[src/rtl/sudoku_pkg.sv]
// Shared types and constants for the sudoku board command path.
// Used by board_cmd_arbiter and its edit-command FIFO.
package sudoku_pkg;

  localparam int          CELLS         = 81;
  localparam int          N             = 9;
  localparam logic [6:0]  CURSOR_CENTER = 7'd40;
  localparam logic [13:0] OP_COUNT_MAX  = 14'd9999;

  typedef enum logic [1:0] {
    IDLE,
    ISSUE,
    WAIT_ACK,
    LOAD
  } state_t;

  typedef struct packed {
    logic [6:0] addr;
    logic [3:0] data;
  } edit_cmd_t;

endpackage

[src/rtl/cmd_fifo.sv]
// Synchronous FIFO of edit commands with flush.
// Ports: i_clk/i_rst_n (sync, active-low), i_push/i_push_data,
//   i_pop, i_flush, o_head (head entry), o_full, o_empty.
//   A push while full is accepted when a pop happens in the same cycle.
module cmd_fifo
  import sudoku_pkg::*;
#(
  parameter int DEPTH = 4
) (
  input  logic      i_clk,
  input  logic      i_rst_n,
  input  logic      i_push,
  input  edit_cmd_t i_push_data,
  input  logic      i_pop,
  input  logic      i_flush,
  output edit_cmd_t o_head,
  output logic      o_full,
  output logic      o_empty
);

  localparam int AW = $clog2(DEPTH);

  edit_cmd_t        r_mem [DEPTH];
  logic [AW-1:0]    r_wr_ptr;
  logic [AW-1:0]    r_rd_ptr;
  logic [AW:0]      r_count;
  logic             w_do_push;
  logic             w_do_pop;

  assign o_full    = (r_count == (AW+1)'(DEPTH));
  assign o_empty   = (r_count == '0);
  assign o_head    = r_mem[r_rd_ptr];
  assign w_do_pop  = i_pop && !o_empty;
  assign w_do_push = i_push && (!o_full || w_do_pop);

  always_ff @(posedge i_clk) begin
    if (w_do_push && !i_flush) begin
      r_mem[r_wr_ptr] <= i_push_data;
    end
  end

  always_ff @(posedge i_clk) begin
    if (!i_rst_n || i_flush) begin
      r_wr_ptr <= '0;
      r_rd_ptr <= '0;
      r_count  <= '0;
    end else begin
      if (w_do_push) r_wr_ptr <= r_wr_ptr + 1'b1;
      if (w_do_pop)  r_rd_ptr <= r_rd_ptr + 1'b1;
      unique case ({w_do_push, w_do_pop})
        2'b10:   r_count <= r_count + 1'b1;
        2'b01:   r_count <= r_count - 1'b1;
        default: r_count <= r_count;
      endcase
    end
  end

endmodule

[src/rtl/board_cmd_arbiter.sv]
// Arbiter between player inputs and the board's single write port.
// Ports: CLK_100MHz, RST_n (sync, active-low); init_tag, game_over,
//   btn_*, num_valid/num_code, read_only in; cursor, wr_req/addr/data,
//   load_req, op_counter, busy, overflow out; wr_ack, load_ack in.
module board_cmd_arbiter #(
  parameter int FIFO_DEPTH = 4,
  parameter int CELLS      = 81,
  parameter int N          = 9
) (
  input  logic             CLK_100MHz,
  input  logic             RST_n,
  input  logic             init_tag,
  input  logic             game_over,
  input  logic             btn_up,
  input  logic             btn_down,
  input  logic             btn_left,
  input  logic             btn_right,
  input  logic             btn_center,
  input  logic             num_valid,
  input  logic [3:0]       num_code,
  input  logic [CELLS-1:0] read_only,
  output logic [6:0]       cursor,
  output logic             wr_req,
  output logic [6:0]       wr_addr,
  output logic [3:0]       wr_data,
  input  logic             wr_ack,
  output logic             load_req,
  input  logic             load_ack,
  output logic [13:0]      op_counter,
  output logic             busy,
  output logic             overflow
);

  import sudoku_pkg::*;

  localparam logic [6:0] L_N     = 7'(N);
  localparam logic [6:0] L_LAST  = 7'(N - 1);
  localparam logic [6:0] L_WRAP  = 7'(N * (N - 1));
  localparam logic [6:0] L_ROW8  = 7'(CELLS - N);

  state_t     r_state;
  logic       r_init_q;
  logic       r_pending;
  logic [6:0] r_cursor;
  logic       r_wr_req;
  logic [6:0] r_wr_addr;
  logic [3:0] r_wr_data;
  logic       r_load_req;
  logic [13:0] r_op_cnt;
  logic       r_overflow;

  logic       w_init_rise;
  logic       w_load_go;
  logic       w_in_load;
  logic       w_accept;
  logic       w_num_ok;
  logic       w_edit;
  logic       w_pop;
  logic       w_full;
  logic       w_empty;
  logic [6:0] w_col;
  edit_cmd_t  w_cmd;
  edit_cmd_t  w_head;

  assign w_init_rise = init_tag && !r_init_q;
  assign w_load_go   = (r_state == IDLE) && (w_init_rise || r_pending);
  assign w_in_load   = (r_state == LOAD);
  assign w_accept    = !game_over && !w_in_load;
  assign w_num_ok    = num_valid && (num_code != 4'd0)
                    && (num_code <= 4'd9);
  assign w_edit      = w_accept && (btn_center || w_num_ok)
                    && !read_only[r_cursor];
  assign w_cmd.addr  = r_cursor;
  assign w_cmd.data  = btn_center ? 4'd0 : num_code;
  assign w_pop       = (r_state == WAIT_ACK) && wr_ack;
  assign w_col       = r_cursor % L_N;

  cmd_fifo #(
    .DEPTH(FIFO_DEPTH)
  ) u_fifo (
    .i_clk      (CLK_100MHz),
    .i_rst_n    (RST_n),
    .i_push     (w_edit),
    .i_push_data(w_cmd),
    .i_pop      (w_pop),
    .i_flush    (w_in_load),
    .o_head     (w_head),
    .o_full     (w_full),
    .o_empty    (w_empty)
  );

  always_ff @(posedge CLK_100MHz) begin
    if (!RST_n) r_init_q <= 1'b0;
    else        r_init_q <= init_tag;
  end

  always_ff @(posedge CLK_100MHz) begin
    if (!RST_n || w_load_go || w_in_load) begin
      r_cursor <= CURSOR_CENTER;
    end else if (w_accept) begin
      priority case (1'b1)
        btn_up:
          r_cursor <= (r_cursor < L_N) ? r_cursor + L_WRAP
                                       : r_cursor - L_N;
        btn_down:
          r_cursor <= (r_cursor >= L_ROW8) ? r_cursor - L_WRAP
                                           : r_cursor + L_N;
        btn_left:
          r_cursor <= (w_col == 7'd0) ? r_cursor + L_LAST
                                      : r_cursor - 7'd1;
        btn_right:
          r_cursor <= (w_col == L_LAST) ? r_cursor - L_LAST
                                        : r_cursor + 7'd1;
        default:
          r_cursor <= r_cursor;
      endcase
    end
  end

  // a full FIFO still takes the edit when the head pops this cycle
  always_ff @(posedge CLK_100MHz) begin
    if (!RST_n || w_load_go || w_in_load) begin
      r_overflow <= 1'b0;
    end else if (w_edit && w_full && !w_pop) begin
      r_overflow <= 1'b1;
    end
  end

  always_ff @(posedge CLK_100MHz) begin
    if (!RST_n) begin
      r_state    <= IDLE;
      r_pending  <= 1'b0;
      r_wr_req   <= 1'b0;
      r_wr_addr  <= '0;
      r_wr_data  <= '0;
      r_load_req <= 1'b0;
      r_op_cnt   <= '0;
    end else begin
      unique case (r_state)
        IDLE: begin
          if (w_init_rise || r_pending) begin
            r_state    <= LOAD;
            r_pending  <= 1'b0;
            r_load_req <= 1'b1;
            r_op_cnt   <= '0;
          end else if (!w_empty) begin
            r_state   <= ISSUE;
            r_wr_req  <= 1'b1;
            r_wr_addr <= w_head.addr;
            r_wr_data <= w_head.data;
          end
        end
        ISSUE: begin
          if (w_init_rise) r_pending <= 1'b1;
          r_state <= WAIT_ACK;
        end
        WAIT_ACK: begin
          if (w_init_rise) r_pending <= 1'b1;
          if (wr_ack) begin
            r_wr_req <= 1'b0;
            r_state  <= IDLE;
            if (r_wr_data != 4'd0) begin
              r_op_cnt <= (r_op_cnt == OP_COUNT_MAX) ? '0
                                                     : r_op_cnt + 1'b1;
            end
          end
        end
        LOAD: begin
          r_op_cnt <= '0;
          if (load_ack) begin
            r_load_req <= 1'b0;
            r_state    <= IDLE;
          end
        end
        default: r_state <= IDLE;
      endcase
    end
  end

  assign cursor     = r_cursor;
  assign wr_req     = r_wr_req;
  assign wr_addr    = r_wr_addr;
  assign wr_data    = r_wr_data;
  assign load_req   = r_load_req;
  assign op_counter = r_op_cnt;
  assign overflow   = r_overflow;
  assign busy       = (r_state != IDLE) || !w_empty;

endmodule

[config.mk]
export PLATFORM = sky130hd
export DESIGN_NAME = board_cmd_arbiter
export DESIGN_NICKNAME = d
export VERILOG_FILES = /design/src/rtl/sudoku_pkg.sv /design/src/rtl/cmd_fifo.sv /design/src/rtl/board_cmd_arbiter.sv
export SDC_FILE = /design/constraint.sdc
export NUM_CORES = 1
export LEC_CHECK = 0
export ABC_AREA = 1
export ABC_CLOCK_PERIOD_IN_PS = 4100
export CORE_MARGIN = 2
export CORE_UTILIZATION = 46
export DETAILED_ROUTE_END_ITERATION = 12
export HOLD_SLACK_MARGIN = 0.12
export PLACE_DENSITY = 0.78
export SYNTH_ARGS = -nofsm -noshare
export SYNTH_HDL_FRONTEND = slang
export SYNTH_SLANG_ARGS = --single-unit
[constraint.sdc]
create_clock -name CLK_100MHz -period 4.1 [get_ports CLK_100MHz]
set_input_delay 0.82 -clock CLK_100MHz [delete_from_list [all_inputs] [get_ports CLK_100MHz]]
set_output_delay 0.82 -clock CLK_100MHz [all_outputs]
set_load 0.05 [all_outputs]
Yosys cells after proc, flatten, opt, wreduce, memory -nomap -nowiden --
Memories as Yosys holds them, arrays and structs flattened. A register that Yosys moved wholly into a read port is not among the register bits. Index checks and enable logic that the tools add are counted.
Cells by class: add/subtract/negate cells 13, divide/modulo/power cells 1, $lt $le $gt $ge 4, equality and inequality tests 16, muxes and demuxes 34, bitwise operators 2, reduce and logical (&&, ||, !) cells 49
Operators with widths (number):
- $mux 14 | 4
- $mux 7 | 8
- $pmux 14 s3 | 1
- $add 14x1->14 const B | 1
- $add 7x4->7 const B | 2
- $eq 14x14->1 const B | 1
- $sub 7x4->7 const B | 2
- $logic_and 1x1->1 | 13
- $reduce_and 3->1 | 4
- $reduce_bool 4->1 | 3
- $mux 1 | 10
- $reduce_bool 2->1 | 5
- $logic_not 1->1 | 9
- $lt 7x8->1 const B | 1
- $mux 2 | 4
- $ne 2x2->1 const B | 4
- $pmux 2 s4 | 1
- $reduce_and 4->1 | 2
- $add 7x1->7 const B | 1
- $add 7x7->7 const B | 1
- $bmux 1 s7 | 1
- $eq 7x4->1 const B | 1
- $ge 7x7->1 const B | 1
- $logic_not 7->1 | 1
- other kinds (23) | 38
Storage, ports and cells: bits in registers 35, bits in writable memories 44, input bits 97, output and inout bits 36, logic and storage cells 131, memories kept 1
Memory list:
- u_fifo.r_mem | depth 4, width 11, read ports 1, clocked after Yosys merged registers in 1, write ports 1, RTL line cmd_fifo.sv:23 | edit_cmd_t r_mem [DEPTH];

Longest topological paths before layout --
Gate-level depths: netlist (run 1).
depth in word-level cells 10, mapped depth 31, depth with buffers taken out 30

By module --
Synthesis (run 1) repeated with hierarchy kept, for this count alone.
Second synthesis, totals: cells, all modules 849, area, all modules 6227.2 sq um
By module, submodules not included:
- board_cmd_arbiter | instances 1, cells each 664, area an instance 4070.2 sq um, seq. area each 780.7 sq um
- cmd_fifo | instances 1, cells each 185, area an instance 2157.1 sq um, seq. area each 1501.4 sq um

Worst setup path before layout (run 1) --
OpenSTA, ideal clock, no wires.
path kind reg2reg, start point register r_cursor[4] (netlist: cursor[4]), end point register r_cursor[2] (netlist: cursor[2]), setup time 0.113 ns, arrival 3.160 ns, data required time 3.987 ns, path slack 0.827 ns, stages on the path, launching flop included 31, buffers on the path 1, period minus slack after synthesis 3.273 ns, path through dfxtp_1 > buf_6 > inv_1 > ha_1 > nor2_1 > nand3_1 > nand2_1 > nand2_2 > inv_1 > nand3_1 > nand2_1 > inv_1 > ha_1 > inv_1 > nand4_1 > a21oi_1 > nand2_1 > nand2_1 > nor2_2 > nand2_2 > nand2_1 > nand2_1 > nand2_2 > nor2_4 > nand2_2 > nand2_2 > nand3_4 > nand2_2 > nand2_1 > nand2_1 > nor2_1
Between the ends: longest elaborated chain between the ends 7, elaborated cells between the ends (all ways) 13, classes of those cells 1 x div; 2 x order compare; 1 x eq/ne; 8 x mux; 1 x reduce/logical
RTL lines:
- from (decl) | RTL line board_cmd_arbiter.sv:44 | logic [6:0] r_cursor;
- from (signal assigned) | RTL line board_cmd_arbiter.sv:103 | r_cursor <= (r_cursor < L_N) ? r_cursor + L_WRAP
- from (signal assigned) | RTL line board_cmd_arbiter.sv:106 | r_cursor <= (r_cursor >= L_ROW8) ? r_cursor - L_WRAP
- from (signal assigned) | RTL line board_cmd_arbiter.sv:109 | r_cursor <= (w_col == 7'd0) ? r_cursor + L_LAST
- $mod 7x4->7 | RTL line board_cmd_arbiter.sv:76 | assign w_col = r_cursor % L_N;
- $eq 7x4->1 | RTL line board_cmd_arbiter.sv:112 | r_cursor <= (w_col == L_LAST) ? r_cursor - L_LAST
- $mux 7 | RTL line board_cmd_arbiter.sv:112
- $mux 7 (3 in a row) | RTL line board_cmd_arbiter.sv:101 | priority case (1'b1)
- $mux 7 (*) | RTL line board_cmd_arbiter.sv:101
Every way passes the cells marked *; elsewhere a longest branch is shown, timed or not. The select of a mux whose other input is x is not followed. A chain may end at the register's enable or synchronous reset.

Final worst setup path (run 1) --
Ends and elaborated chain as after synthesis.

==> results of run 1 <==
==> critical path, delay by kind of cell, from the launching register on <==
family	cells	cell delay (ns)
AND/OR/NAND/NOR	22	2.10
adder cells (fa/ha/maj)	2	0.42
buffers and inverters	4	0.33
AO/OA/AOI/OAI	1	0.14
flip-flops	1	0.36
==> sequential cells by signal (all words and copies together) (netlist names) <==
signal / flops
wr_addr: 7
u_fifo.r_count: 3
load_req: 1
op_counter: 14
r_init_q: 1
r_state: 2
u_fifo.r_mem: 44
wr_req: 1
u_fifo.r_rd_ptr: 2
wr_data: 4
u_fifo.r_wr_ptr: 2
r_pending: 1
cursor: 7
overflow: 1
==> logic make-up after synthesis <==
kind of cell	after synthesis	share of synthesized area [%]
AND/OR/NAND/NOR	362	27.3
AO/OA/AOI/OAI	195	18.9
flip-flops	90	38.1
XOR/XNOR	15	2.23
buffers and inverters	124	8.86
adder cells (fa/ha/maj)	21	4.59
==> cell usage after synthesis, types with 4 or more instances <==
cell type	instances	area [um2]
clkbuf_1	17	63.8
o211ai_1	4	30.0
nand2_2	16	100
nand4_1	9	56.3
nor2_1	157	589
nand3_1	42	210
inv_1	81	304
xor2_1	15	131
edfxtp_1	44	1320
nor2_2	6	37.5
a31oi_1	13	81.3
a21oi_1	38	190
o21ai_0	98	490
ha_1	20	250
dfxtp_1	46	921
nand2_1	103	387
buf_2	6	30.0
inv_2	6	22.5
nor3_1	14	70.1
buf_4	9	67.6
a211oi_1	4	30.0
o22ai_1	13	81.3
==> power groups by stage <==
stage	clock network [mW]	registers (mW)	logic [mW]
3_3_place_gp	0	1.22	2.80
5_1_grt	0.864	1.22	3.19
6_report	0.820	1.21	2.87
3_5_place_dp	0	1.22	2.84
4_1_cts	0.828	1.21	2.85
2_1_floorplan	0	1.37	1.99
==> area by class of cell <==
| type | count | share of cell area (%) |
|---|---|---|
| Clock buffer | 11 | 3.03 |
| Clock inverter | 5 | 0.815 |
| Inverter | 88 | 4.30 |
| Timing Repair Buffer | 151 | 19.1 |
| Tap cell | 172 | 2.80 |
| Sequential cell | 90 | 29.2 |
| Multi-Input combinational cell | 593 | 40.7 |
==> path summary, 6_finish.rpt <==
kind	startpoint	to	slack, ns	cells past startpoint
max	cursor[4]	cursor[2]	0.66	29
min	overflow	overflow	0.47	1
max reg2reg	cursor[4]	cursor[2]	0.66	29
min reg2reg	overflow	overflow	0.47	1
==> through the flow <==
stage,power [mW],instances,area (um2)
floorplan,3.36,807,5890
global placement,4.02,1094,7380
detailed placement,4.06,1094,7380
CTS,4.88,1110,7670
global route,5.27,1110,7670
finish,4.90,1110,7670
==> layer usage <==
metal | wire, um | GRT usage, % | part of all wire [%]
met4 | 467 | 8.94 | 3.0
met1 | 6720 | 29.0 | 43
met2 | 7730 | 41.6 | 49
met5 | 0 | 0 | 0
met3 | 854 | 4.12 | 5.4
==> out/summary.txt, run 1 <==
DIE HEIGHT - 117 um
I/O pins - 133
Final Hold Viols - 0
CTS H-tree lvls - 3
Mean Syn Cell Area - 7.30 um2
Number of flops mapped to enable cells by yosys - 44
Clock Tree Root - clkbuf_16
Gpl congestion - 0.998
Worst-path clk slew - 0.07 ns
Hold buffers post-CTS - 0
Share of cells above drive strength 1 - 8.21%
Initial Util - 46.9%
Chip width - 117 um
Max Slew Vio Count - 0
Max_cap viols - 0
Number of synthesized register bits - 90
Most frequent cells in the layout - nor2_1 (157), clkdlybuf4s50_1 (132), nand2_1 (103), o21ai_0 (98), inv_1 (81)
DP HPWL - 11600 um
Fin Hold WS - 0.470 ns
WP data arrival - 3.68 ns
P_leak - 3.06 nW
Clk_lat worst skew - 0.34 ns
Syn Nets - 925
# fillers - 1129
Iter 0 DRT Violations - 429
Multi-input gate area - 3130 um2
Crit path max-delay cell type - dfxtp_1
Final WL - 15800 um
Total internal power - 2.55 mW
CTS tree - yes
Routed len/inst - 14.2 um
First-pass GRT wire length - 25500 um
Routed vias/inst - 5.25
Final nets - 1051
Setup TNS Final - 0 ns
Final cell utilization of the core - 61.1%
Drt drc - 0
Part of the power in the clock network - 16.7%
Grt total ovfl - 0
Net switching share of the total power - 48.0%
Reg power frac - 24.6%
Largest net degree at the start of global routing - 50
Core area - 12600 um2
Mapped Cells - 807
Power density of the placed cells - 639 nW/um2
Upper clock frequency limit - 0.291 GHz
RSZ-0062 raised after global routing - false
Clk sinks - 90
Worst VDD drop - 1.03 mV
Hold Crit Class - flip-flop to flip-flop
FF+latch area - 2240 um2
Antenna violations before repair - 0
Final setup viols - 0
Setup bufs post-CTS - 0
Crit. End Element - flip-flop
Startpoint Class - flip-flop
Setup ws final - 0.660 ns
Worst EP required - 4.34 ns
Period utilization - 83.9%
Worst Tran Pin Value - 0.765 ns
Vias in the first global route - 5348
Std-Cell Rows - 41
CTS buffer count - 9
Detailed Routing Iterations Pass 1 - 5
Minimum clock period - 3.44 ns
N_diodes - 0
Synth async-reset ratio - 0%
Die ar. - 13700 um2
Post-synthesis cell type count - 50
Clk buf depth - 2
Combinational power share - 58.7%
Headroom to the max-slew limit - 49.0%
Pre-CTS setup slack - 0.699 ns
Synth Flop Type - dfxtp_1
Yosys warnings - 0
Most Frequent Cell on Critical Path - nand2_1
Crit Path Max Fanout - 6
Status - completed
Area Overhead vs Synth - 30.3%
WS Path Type - flip-flop to flip-flop
Sw Pwr - 2.35 mW
Vias - 5828
GRT Resource Usage Total - 23.7%
Mapped cell area - 5890 um2
# resized after CTS - 0
Seq/Total Area, Yosys - 38.1%
Most common cell after layout, fill and taps aside - nor2_1
Skew final - 0.0102 ns
Max incr delay on CP - 0.36 ns
Port Buffers - 132
Routed Antenna Nets - 0
Note: power is estimated with default switching activity, not from simulation.
==> run 2: changes to the inputs <==
- ABC_CLOCK_PERIOD_IN_PS: 4100 -> 3100
- PLACE_DENSITY: 0.78 -> 0.81
- clock period: 4.1 -> 3.1 ns (I/O delays scaled with it)
==> out/summary.txt, run 2 (synthesis gave the netlist of run 1 again) <==
Design area - 8500 um2 (+11%)
Worst Setup SP - cursor[4]
Met3 usage - 3.71% (-0.41 points)
Status - finished with violations
Worst Tran Pin Value - 0.568 ns (-0.197 ns)
Area Overhead vs Synth - 44.2%
I/O pins - 133 (unchanged)
GRT Resource Usage Total - 24.1% (+0.44 points)
Drt drc - 0 (unchanged)
Skew final - 0.00711 ns (-0.00309 ns)
Upper clock frequency limit - 0.313 GHz (+7.6%)
Iter 0 DRT Violations - 453 (+5.6%)
WP data arrival - 3.47 ns (-0.21 ns)
Final nets - 1106 (+5.2%)
Sw Pwr - 3.80 mW (+62%)
Most common cell after layout, fill and taps aside - nor2_1
P_leak - 3.44 nW (+12%)
Worst EP required - 3.37 ns (-0.97 ns)
Routed len/inst - 14.5 um (+2.0%)
Part of the power in the clock network - 13.6% (-3.1 points)
Biggest register - u_fifo.r_mem
Most frequent cells in the layout - nor2_1 (152), clkdlybuf4s50_1 (131), o21ai_0 (98), nand2_1 (85), inv_1 (75)
Failing checks - setup timing
Crit. End Element - flip-flop
Worst Setup EP - cursor[3]
Grt peak-use layer - met2
Worst-path clk slew - 0.06 ns (about the same)
Worst VDD drop - 1.22 mV (+18%)
Pre-CTS setup slack - -0.111 ns (-0.809 ns)
Hold Crit Class - flip-flop to flip-flop
Grt met2 use - 42.2% (+0.61 points)
WS Path Type - flip-flop to flip-flop
# fillers - 1007 (-11%)
Routed vias/inst - 5.34 (+1.6%)
Clk_lat worst skew - 0.34 ns (about the same)
Max_cap viols - 0 (unchanged)
Std-Cell Rows - 41 (unchanged)
CTS H-tree lvls - 3 (unchanged)
CTS buffer count - 9 (unchanged)
Vias - 6217 (+6.7%)
Clk buf depth - 2 (unchanged)
Share of cells above drive strength 1 - 19.7% (+12 points)
Power density of the placed cells - 937 nW/um2 (+47%)
Largest register FFs - 44 (unchanged)
R2r startpoint - cursor[4]
DP HPWL - 12000 um (+3.1%)
Gpl congestion - 0.974 (-2.4%)
Initial Util - 46.9% (unchanged)
Final setup viols - 7 (+7)
Net switching share of the total power - 47.8% (-0.28 points)
Core area - 12600 um2 (unchanged)
Chip width - 117 um (unchanged)
Largest net degree at the start of global routing - 44 (-12%)
Startpoint Class - flip-flop
Max Slew Vio Count - 0 (unchanged)
Port Buffers - 132 (unchanged)
FF+latch area - 2260 um2 (+0.61%)
Met1 usage - 29.8% (+0.75 points)
Final WL - 16900 um (+7.0%)
Grt total ovfl - 0 (unchanged)
RSZ-0062 raised after global routing - true
Reg-to-Reg End - cursor[3]
Crit Path Max Fanout - 8 (+2)
Antenna violations before repair - 0 (unchanged)
N_diodes - 0 (unchanged)
Total internal power - 4.16 mW (+63%)
Fin Hold WS - 0.468 ns (-0.00233 ns)
Headroom to the max-slew limit - 62.0% (+13 points)
Period utilization - 103% (+19 points)
Routed Antenna Nets - 0 (unchanged)
CTS tree - yes
Die ar. - 13700 um2 (unchanged)
DIE HEIGHT - 117 um (unchanged)
Reg power frac - 20.3% (-4.3 points)
Detailed Routing Iterations Pass 1 - 5 (unchanged)
Clock Tree Root - clkbuf_16
Minimum clock period - 3.20 ns (-0.244 ns)
Worst reg2reg path depth - 27 (-6.9%)
Setup ws final - -0.0961 ns (-0.756 ns)
Final Hold Viols - 0 (unchanged)
Hold buffers post-CTS - 0 (unchanged)
Combinational power share - 66.1% (+7.4 points)
Multi-input gate area - 3430 um2 (+9.6%)
Vias in the first global route - 5750 (+7.5%)
First-pass GRT wire length - 26100 um (+2.6%)
Reg2reg setup slack - -0.1 ns (-0.76 ns)
Placed Instance Area - 7740 um2 (+4.9%)
Clk sinks - 90 (unchanged)
Final Power - 7.96 mW (+62%)
## run 2: cell count changes in the layout (fill, tap and decap cells not counted), sizes merged
cell,before,now
clkinv,2,3
clkinvlp,2,1
buf,19,75
bufinv,1,0
clkbuf,11,12
clkdlybuf4s50,132,131
## run 2: how the worst min path moves through the flow
stage / from / to / slack [ns] / cells after the start
after detailed placement: overflow / overflow / 0.46 / 1
after global routing: overflow / overflow / 0.48 / 1
after global placement: overflow / overflow / 0.45 / 1
after CTS: overflow / overflow / 0.47 / 1
final: overflow / overflow / 0.47 / 1
after floorplan: u_fifo.r_count[0] / u_fifo.r_count[0] / 0.44 / 1
## run 2: power by group through the flow
| stage | clock (mW) | sequential [mW] | combinational, mW |
|---|---|---|---|
| detailed placement | 0 | 1.62 | 4.15 |
| finish | 1.09 | 1.61 | 5.26 |
| global placement | 0 | 1.62 | 4.07 |
| CTS | 1.11 | 1.60 | 4.21 |
| floorplan | 0 | 1.81 | 2.64 |
| global route | 1.16 | 1.63 | 5.69 |
## run 2: layer usage
layer	share of wire [%]	wire (um)	vias to the layer above
met5	0	0	-
met4	3.3	556	0
met3	5.6	951	47
met2	51	8540	244
met1	40	6820	2845
li1	-	-	3081
## run 2: critical path: stages (launching register included)
cell and delay, ns:
dfxtp_4 0.38, inv_2 0.04, ha_2 0.17, nor2_2 0.13
nand4_1 0.15, nand2_2 0.14, nand2_4 0.07, buf_4 0.15
nand3_1 0.14, nand2_2 0.11, inv_4 0.09, nand2_4 0.08
nand3_4 0.11, nand2_2 0.06, nand2_2 0.10, nand3_4 0.11
nand2_4 0.10, nand2_4 0.06, nand2_2 0.07, nand2_2 0.06
nor2_4 0.16, buf_6 0.18, nand3_1 0.08, nand3_1 0.07
nand3_1 0.10, nand2_1 0.09, nand2_1 0.05, nand2_1 0.07
## run 2: cell type report
cell class	instances	area share [%]
Clock inverter	4	0.353
Inverter	88	3.92
Clock buffer	12	3.27
Sequential cell	90	26.6
Tap cell	172	2.53
Multi-Input combinational cell	593	40.4
Timing Repair Buffer	206	23.0
## run 2: repair_timing
action                     CTS  global route
buffers inserted             1            13
pin swaps                    1            45
setup endpoints to repair    2            55
gates resized for setup      1            87
## run 2: per-stage QoR
stage	util, %	setup TNS [ns]	instances
after global placement	61.6	-0.0358	1135
after floorplan	-	0	807
after detailed placement	61.6	-1.38	1135
after global routing	67.6	-1.72	1165
final	67.6	-0.303	1165
after CTS	64.2	0	1152
